<file path="config.mk">
export PLATFORM = sky130hd
export DESIGN_NAME = dcache_snoop_responder_flat
export DESIGN_NICKNAME = d
export VERILOG_FILES = /design/src/rtl/cpu_types_pkg.sv /design/src/rtl/dcache_snoop_responder_if.sv /design/src/rtl/snoop_tag_match.sv /design/src/rtl/dcache_snoop_responder.sv /design/src/flat_wrapper.sv
export SDC_FILE = /design/constraint.sdc
export NUM_CORES = 1
export LEC_CHECK = 0
export BUFFER_PORTS_ARGS = -buffer_cell sky130_fd_sc_hd__clkbuf_2
export CAP_MARGIN = 25
export CORE_AREA = 2 2 75 91
export DETAILED_ROUTE_END_ITERATION = 16
export DIE_AREA = 0 0 77 93
export PLACE_DENSITY = 0.88
export SYNTH_ARGS = -nofsm -noshare
export SYNTH_HDL_FRONTEND = slang
export SYNTH_HIERARCHICAL = 1
export SYNTH_SLANG_ARGS = --single-unit
</file>
<file path="constraint.sdc">
create_clock -name CLK -period 8 [get_ports CLK]
set_clock_uncertainty 0.1 [all_clocks]
set_input_delay 1.6 -clock CLK [delete_from_list [all_inputs] [get_ports CLK]]
set_output_delay 1.6 -clock CLK [all_outputs]
set_load 0.02 [all_outputs]
</file>
<file path="src/rtl/cpu_types_pkg.sv">
// Shared CPU type definitions.
//   word_t        : 32-bit data/address word
//   dcache_addr_t : dcache view of an address (tag / set index / block word / byte offset)
//   msi_t         : MSI coherence state of a cache frame
package cpu_types_pkg;

    typedef logic [31:0] word_t;

    typedef struct packed {
        logic [25:0] tag;
        logic [2:0]  idx;
        logic        blkoff;
        logic [1:0]  byteoff;
    } dcache_addr_t;

    typedef enum logic [1:0] {
        I = 2'd0,
        S = 2'd1,
        M = 2'd2
    } msi_t;

endpackage

</file>
<file path="src/rtl/dcache_snoop_responder_if.sv">
// Snoop and data-port signals between the memory controller and one dcache.
//   master : memory controller side (issues snoops, paces write-back words with dwait)
//   slave  : dcache snoop responder (answers with cctrans and the write-back words)
interface dcache_snoop_responder_if;
    import cpu_types_pkg::*;

    logic  ccwait;
    logic  ccinv;
    word_t ccsnoopaddr;
    logic  dwait;
    logic  cctrans;
    logic  dWEN;
    word_t daddr;
    word_t dstore;

    modport master (
        output ccwait, ccinv, ccsnoopaddr, dwait,
        input  cctrans, dWEN, daddr, dstore
    );

    modport slave (
        input  ccwait, ccinv, ccsnoopaddr, dwait,
        output cctrans, dWEN, daddr, dstore
    );

endinterface

</file>
<file path="src/rtl/snoop_tag_match.sv">
// Combinational tag compare across the ways of one set.
//   tag       : snooped tag
//   lk_tag    : tags of the indexed set
//   lk_state  : MSI states of the indexed set
//   hit       : some valid way holds the tag
//   way       : lowest matching way
//   state     : MSI state of that way
//   multi_hit : more than one way matched (coherence protocol error)
module snoop_tag_match
    import cpu_types_pkg::*;
#(
    parameter int WAYS = 2,
    parameter int TAGW = 26,
    localparam int WAYW = (WAYS > 1) ? $clog2(WAYS) : 1
) (
    input  logic [TAGW-1:0]            tag,
    input  logic [WAYS-1:0][TAGW-1:0]  lk_tag,
    input  logic [WAYS-1:0][1:0]       lk_state,
    output logic                       hit,
    output logic [WAYW-1:0]            way,
    output msi_t                       state,
    output logic                       multi_hit
);

    always_comb begin
        hit       = 1'b0;
        way       = '0;
        state     = I;
        multi_hit = 1'b0;
        for (int w = 0; w < WAYS; w++) begin
            if (lk_state[w] != I && lk_tag[w] == tag) begin
                if (hit) begin
                    multi_hit = 1'b1;
                end else begin
                    hit   = 1'b1;
                    way   = WAYW'(w);
                    state = msi_t'(lk_state[w]);
                end
            end
        end
    end

endmodule

</file>
<file path="src/rtl/dcache_snoop_responder.sv">
// Coherence snoop responder for one core's dcache (MSI).
// Looks the snooped block up in the frame array, writes a Modified block back word by word
// over the data port (for cache-to-cache forwarding) and downgrades/invalidates the frame.
//   CLK, nRST        : clock, asynchronous active-low reset
//   bus (slave)      : ccwait/ccinv/ccsnoopaddr in, dwait in, cctrans/dWEN/daddr/dstore out
//   lk_idx           : frame-array lookup index
//   lk_tag, lk_state : tags and MSI states of the indexed set
//   rd_way, rd_blk   : data-array read select; rd_data is the zero-latency read word
//   upd_en/way/state : one-cycle frame state write
//   snoop_busy       : the dcache miss/write-back FSM must yield the array and data port
module dcache_snoop_responder
    import cpu_types_pkg::*;
#(
    parameter int SETS = 8,
    parameter int WAYS = 2,
    parameter int TAGW = 26,
    localparam int IDXW = $clog2(SETS),
    localparam int WAYW = (WAYS > 1) ? $clog2(WAYS) : 1
) (
    input  logic                       CLK,
    input  logic                       nRST,
    dcache_snoop_responder_if.slave    bus,
    output logic [IDXW-1:0]            lk_idx,
    input  logic [WAYS-1:0][TAGW-1:0]  lk_tag,
    input  logic [WAYS-1:0][1:0]       lk_state,
    output logic [WAYW-1:0]            rd_way,
    output logic                       rd_blk,
    input  word_t                      rd_data,
    output logic                       upd_en,
    output logic [WAYW-1:0]            upd_way,
    output msi_t                       upd_state,
    output logic                       snoop_busy
);

    typedef enum logic [2:0] {IDLE, CHECK, WB0, WB1, DONE} state_t;

    state_t          state;
    dcache_addr_t    saddr;
    logic            sinv;
    logic [WAYW-1:0] hit_way;

    logic            hit;
    logic [WAYW-1:0] match_way;
    msi_t            match_state;
    logic            multi_hit;
    logic            in_wb;
    logic            unused_addr_bits;

    snoop_tag_match #(
        .WAYS (WAYS),
        .TAGW (TAGW)
    ) u_tag_match (
        .tag       (TAGW'(saddr.tag)),
        .lk_tag    (lk_tag),
        .lk_state  (lk_state),
        .hit       (hit),
        .way       (match_way),
        .state     (match_state),
        .multi_hit (multi_hit)
    );

    always_ff @(posedge CLK or negedge nRST) begin
        if (!nRST) begin
            state     <= IDLE;
            saddr     <= '0;
            sinv      <= 1'b0;
            hit_way   <= '0;
            upd_en    <= 1'b0;
            upd_way   <= '0;
            upd_state <= I;
        end else begin
            upd_en <= 1'b0;
            unique case (state)
                IDLE: begin
                    if (bus.ccwait) begin
                        saddr <= dcache_addr_t'(bus.ccsnoopaddr);
                        sinv  <= bus.ccinv;
                        state <= CHECK;
                    end
                end
                CHECK: begin
                    if (!bus.ccwait) begin
                        state <= IDLE;
                    end else if (hit && match_state == M) begin
                        hit_way <= match_way;
                        state   <= WB0;
                    end else if (hit && match_state == S && sinv) begin
                        upd_en    <= 1'b1;
                        upd_way   <= match_way;
                        upd_state <= I;
                        state     <= DONE;
                    end else begin
                        state <= DONE;
                    end
                end
                WB0: begin
                    if (!bus.dwait) state <= WB1;
                end
                WB1: begin
                    // ccwait is not consulted here: a started write-back always completes
                    if (!bus.dwait) begin
                        upd_en    <= 1'b1;
                        upd_way   <= hit_way;
                        upd_state <= sinv ? I : S;
                        state     <= DONE;
                    end
                end
                DONE: begin
                    // Hold until the controller withdraws the snoop: one response per snoop
                    if (!bus.ccwait) state <= IDLE;
                end
                default: state <= IDLE;
            endcase
        end
    end

    // Bus outputs decode the state register only, so they hold steady while dwait stalls
    assign in_wb       = (state == WB0) || (state == WB1);
    assign bus.cctrans = in_wb;
    assign bus.dWEN    = in_wb;
    assign bus.daddr   = in_wb ? {saddr[31:3], (state == WB1), 2'b00} : '0;
    assign bus.dstore  = in_wb ? rd_data : '0;

    assign lk_idx     = IDXW'(saddr.idx);
    assign rd_way     = hit_way;
    assign rd_blk     = (state == WB1);
    assign snoop_busy = (state != IDLE) || bus.ccwait;

    assign unused_addr_bits = ^{saddr.blkoff, saddr.byteoff};

    // Two valid copies of one block in a set break the MSI invariant
    assert property (@(posedge CLK) disable iff (!nRST) (state == CHECK) |-> !multi_hit);

endmodule

</file>
<file path="src/flat_wrapper.sv">
// flat-port wrapper written by rule: the top's interface ports become plain ports
module dcache_snoop_responder_flat import cpu_types_pkg::*;
#(
    parameter int SETS = 8,
    parameter int WAYS = 2,
    parameter int TAGW = 26,
    localparam int IDXW = $clog2(SETS),
    localparam int WAYW = (WAYS > 1) ? $clog2(WAYS) : 1
)
  (CLK, nRST, lk_idx, lk_tag, lk_state, rd_way, rd_blk, rd_data, upd_en, upd_way, upd_state, snoop_busy, bus_ccwait, bus_ccinv, bus_ccsnoopaddr, bus_dwait, bus_cctrans, bus_dWEN, bus_daddr, bus_dstore);
  dcache_snoop_responder_if bus_i ();
  input  logic CLK;
  input  logic nRST;
  output logic [IDXW-1:0] lk_idx;
  input  logic [WAYS-1:0][TAGW-1:0] lk_tag;
  input  logic [WAYS-1:0][1:0] lk_state;
  output logic [WAYW-1:0] rd_way;
  output logic rd_blk;
  input  word_t rd_data;
  output logic upd_en;
  output logic [WAYW-1:0] upd_way;
  output msi_t upd_state;
  output logic snoop_busy;
  input wire logic [$bits(bus_i.ccwait)-1:0] bus_ccwait;
  input wire logic [$bits(bus_i.ccinv)-1:0] bus_ccinv;
  input wire logic [$bits(bus_i.ccsnoopaddr)-1:0] bus_ccsnoopaddr;
  input wire logic [$bits(bus_i.dwait)-1:0] bus_dwait;
  output wire logic [$bits(bus_i.cctrans)-1:0] bus_cctrans;
  output wire logic [$bits(bus_i.dWEN)-1:0] bus_dWEN;
  output wire logic [$bits(bus_i.daddr)-1:0] bus_daddr;
  output wire logic [$bits(bus_i.dstore)-1:0] bus_dstore;
  assign bus_i.ccwait = bus_ccwait;
  assign bus_i.ccinv = bus_ccinv;
  assign bus_i.ccsnoopaddr = bus_ccsnoopaddr;
  assign bus_i.dwait = bus_dwait;
  assign bus_cctrans = bus_i.cctrans;
  assign bus_dWEN = bus_i.dWEN;
  assign bus_daddr = bus_i.daddr;
  assign bus_dstore = bus_i.dstore;
  dcache_snoop_responder #(.SETS(SETS), .WAYS(WAYS), .TAGW(TAGW)) u_core (.CLK(CLK), .nRST(nRST), .bus(bus_i), .lk_idx(lk_idx), .lk_tag(lk_tag), .lk_state(lk_state), .rd_way(rd_way), .rd_blk(rd_blk), .rd_data(rd_data), .upd_en(upd_en), .upd_way(upd_way), .upd_state(upd_state), .snoop_busy(snoop_busy));
endmodule
</file>
==> flow_summary.ini <==
[min_path]
min_path_type = reg2reg

[finish]
multi_input_area_um2 = 1600
finalNonFillerCells = 531
fin_nets = 570
drive_gt1_share_pct = 54.9
insertedDiodeCount = 0
regArea_um2 = 926
postLayoutCellArea_um2 = 3760
fill_cells = 557
final_core_utilization_pct = 59.4
syn_to_final_growth_pct = 41.1

[power]
cellLeakagePower_nw = 1.96
power_density_nw_per_um2 = 168
peakVddDrop_mv = 0.111

[placement]
place_inst = 522
dpl_cell_area_um2 = 3630
dp_hpwl_um = 6670
numPortBuffers = 194
gp_congestion = 0.766

[job]
max_cap_violations = 0

[detailed_routing]
remaining_drc_errors = 0
ant_nets = 0
drt-total-wl_um = 8190
viasPerCell = 4.77
drtIter0Drc = 42
first_pass_iters = 4
vias = 2532
wl_per_cell_um = 15.4

[global_routing]
grt_overflow = 0
grt_pass1_wl_um = 12700
grt_use_total_pct = 23.0
antenna_found_initial = 0
grt_max_degree = 64
grt_pass1_vias = 2633

[critical_path]
end_kind = output pin
critical_path_arrival_ps = 2350
cp.required_ps = 6300
critPathLaunchType = input pin
critPathKind = in2out
path_max_fanout = 6

[cts]
path_clk_slew_ps = 80
cts_buffers = 5
cts-resized-gates = 0
hold_buffers = 0
root_buffer = clkbuf_8
clock_latency_ps = 280
cts_setup_buffers = 0
cts_sinks = 37
cts_tree = done
ctsHtreeMaxLevel = 2
clk_path_buf_depth = 2

[timing]
fin_crit_sh_pct = 50.6
slew_violations = 0
setup_violations = 0
hold_viol_final = 0
min_period_ps = 4050
rsz0062_at_grt = no
fin_tns_setup_ps = 0
tightest_slew_ps = 1000
max_freq_ghz = 0.247
max_slew_margin_pct = 33.1

[die]
die_w_um = 77
std_cell_rows = 32
core_area_um2 = 6330
io_pins = 201
initial_utilization_pct = 42.1
die_area_um2 = 7160
die_h_um = 93

[outcome]
status = finished, final reports clean

[synthesis]
postSynthAreaPerCell_um2 = 10.3
synth_warnings = 6
syn_inst = 258
synth_area_um2 = 2660
==> area by class of cell <==
type	count	area share, %
Clock buffer	7	2.56
Tap cell	85	2.83
Clock inverter	1	0.133
Inverter	4	0.400
Timing Repair Buffer	196	26.8
Sequential cell	37	24.7
Multi-Input combinational cell	201	42.6
==> routing by layer <==
metal / wire [um] / up-vias / GRT usage [%]
met5: 0 / - / 0
met2: 4560 / 135 / 46.6
li1: - / 1226 / -
met4: 51 / 0 / 4.91
met1: 2910 / 1167 / 22.9
met3: 668 / 4 / 6.56
==> final timing paths <==
path / startpoint / to / slack [ps] / depth (start not counted)
setup / recovery: bus_ccwait / snoop_busy / 3950 / 3
hold / removal: u_core/upd_way / u_core/upd_way / 420 / 1
setup reg to reg: u_core/saddr[14] / u_core/rd_way / 5090 / 8
hold reg to reg: u_core/upd_way / u_core/upd_way / 420 / 1
max in group asynchronous: nRST / u_core/saddr[6] / 6130 / 2
min in group asynchronous: nRST / u_core/saddr[12] / 1170 / 1
==> registers in the layout (all words and copies together), names as in the netlist <==
signal	flops
u_core/lk_idx	3
u_core/upd_way	1
u_core/sinv	1
u_core/saddr	26
u_core/upd_en	1
u_core/upd_state	1
u_core/rd_way	1
u_core/state	3
==> power by group <==
part / internal, mW / total [mW] / switching [mW]
logic: 0.112 / 0.195 / 0.0827
registers: 0.229 / 0.288 / 0.0593
clock network: 0.0780 / 0.146 / 0.0681
total: 0.419 / 0.629 / 0.210
==> stage by stage <==
step / setup WS [ps] / power [mW] / hold slack [ps]
after floorplan: 4190 / 0.417 / 360
after global placement: 3950 / 0.476 / 386
after detailed placement: 3910 / 0.486 / 399
after CTS: 3950 / 0.635 / 418
after global routing: 3910 / 0.669 / 429
final: 3950 / 0.629 / 416
==> critical path, cell delays in order <==
cell and delay, ps:
clkbuf_2 130, or3_2 450, clkbuf_2 170
==> layout by cell type (no fill, tap or decap), types with 2 or more instances in the layout <==
master and count:
a21oi_1 2, and2_1 61, and3b_2 2, clkbuf_2 194, clkbuf_8 7, conb_1 3
dfrtp_1 37, inv_1 4, mux2_1 2, mux2_2 30, mux2i_1 2, nand2_1 2
nand3_1 2, nand4_1 9, nor2_1 3, nor2_4 2, nor3_1 3, nor4_1 6
o21ai_0 3, o22ai_1 2, xnor2_1 22, xor2_1 31
No activity file was read; power rests on OpenSTA's default activity.
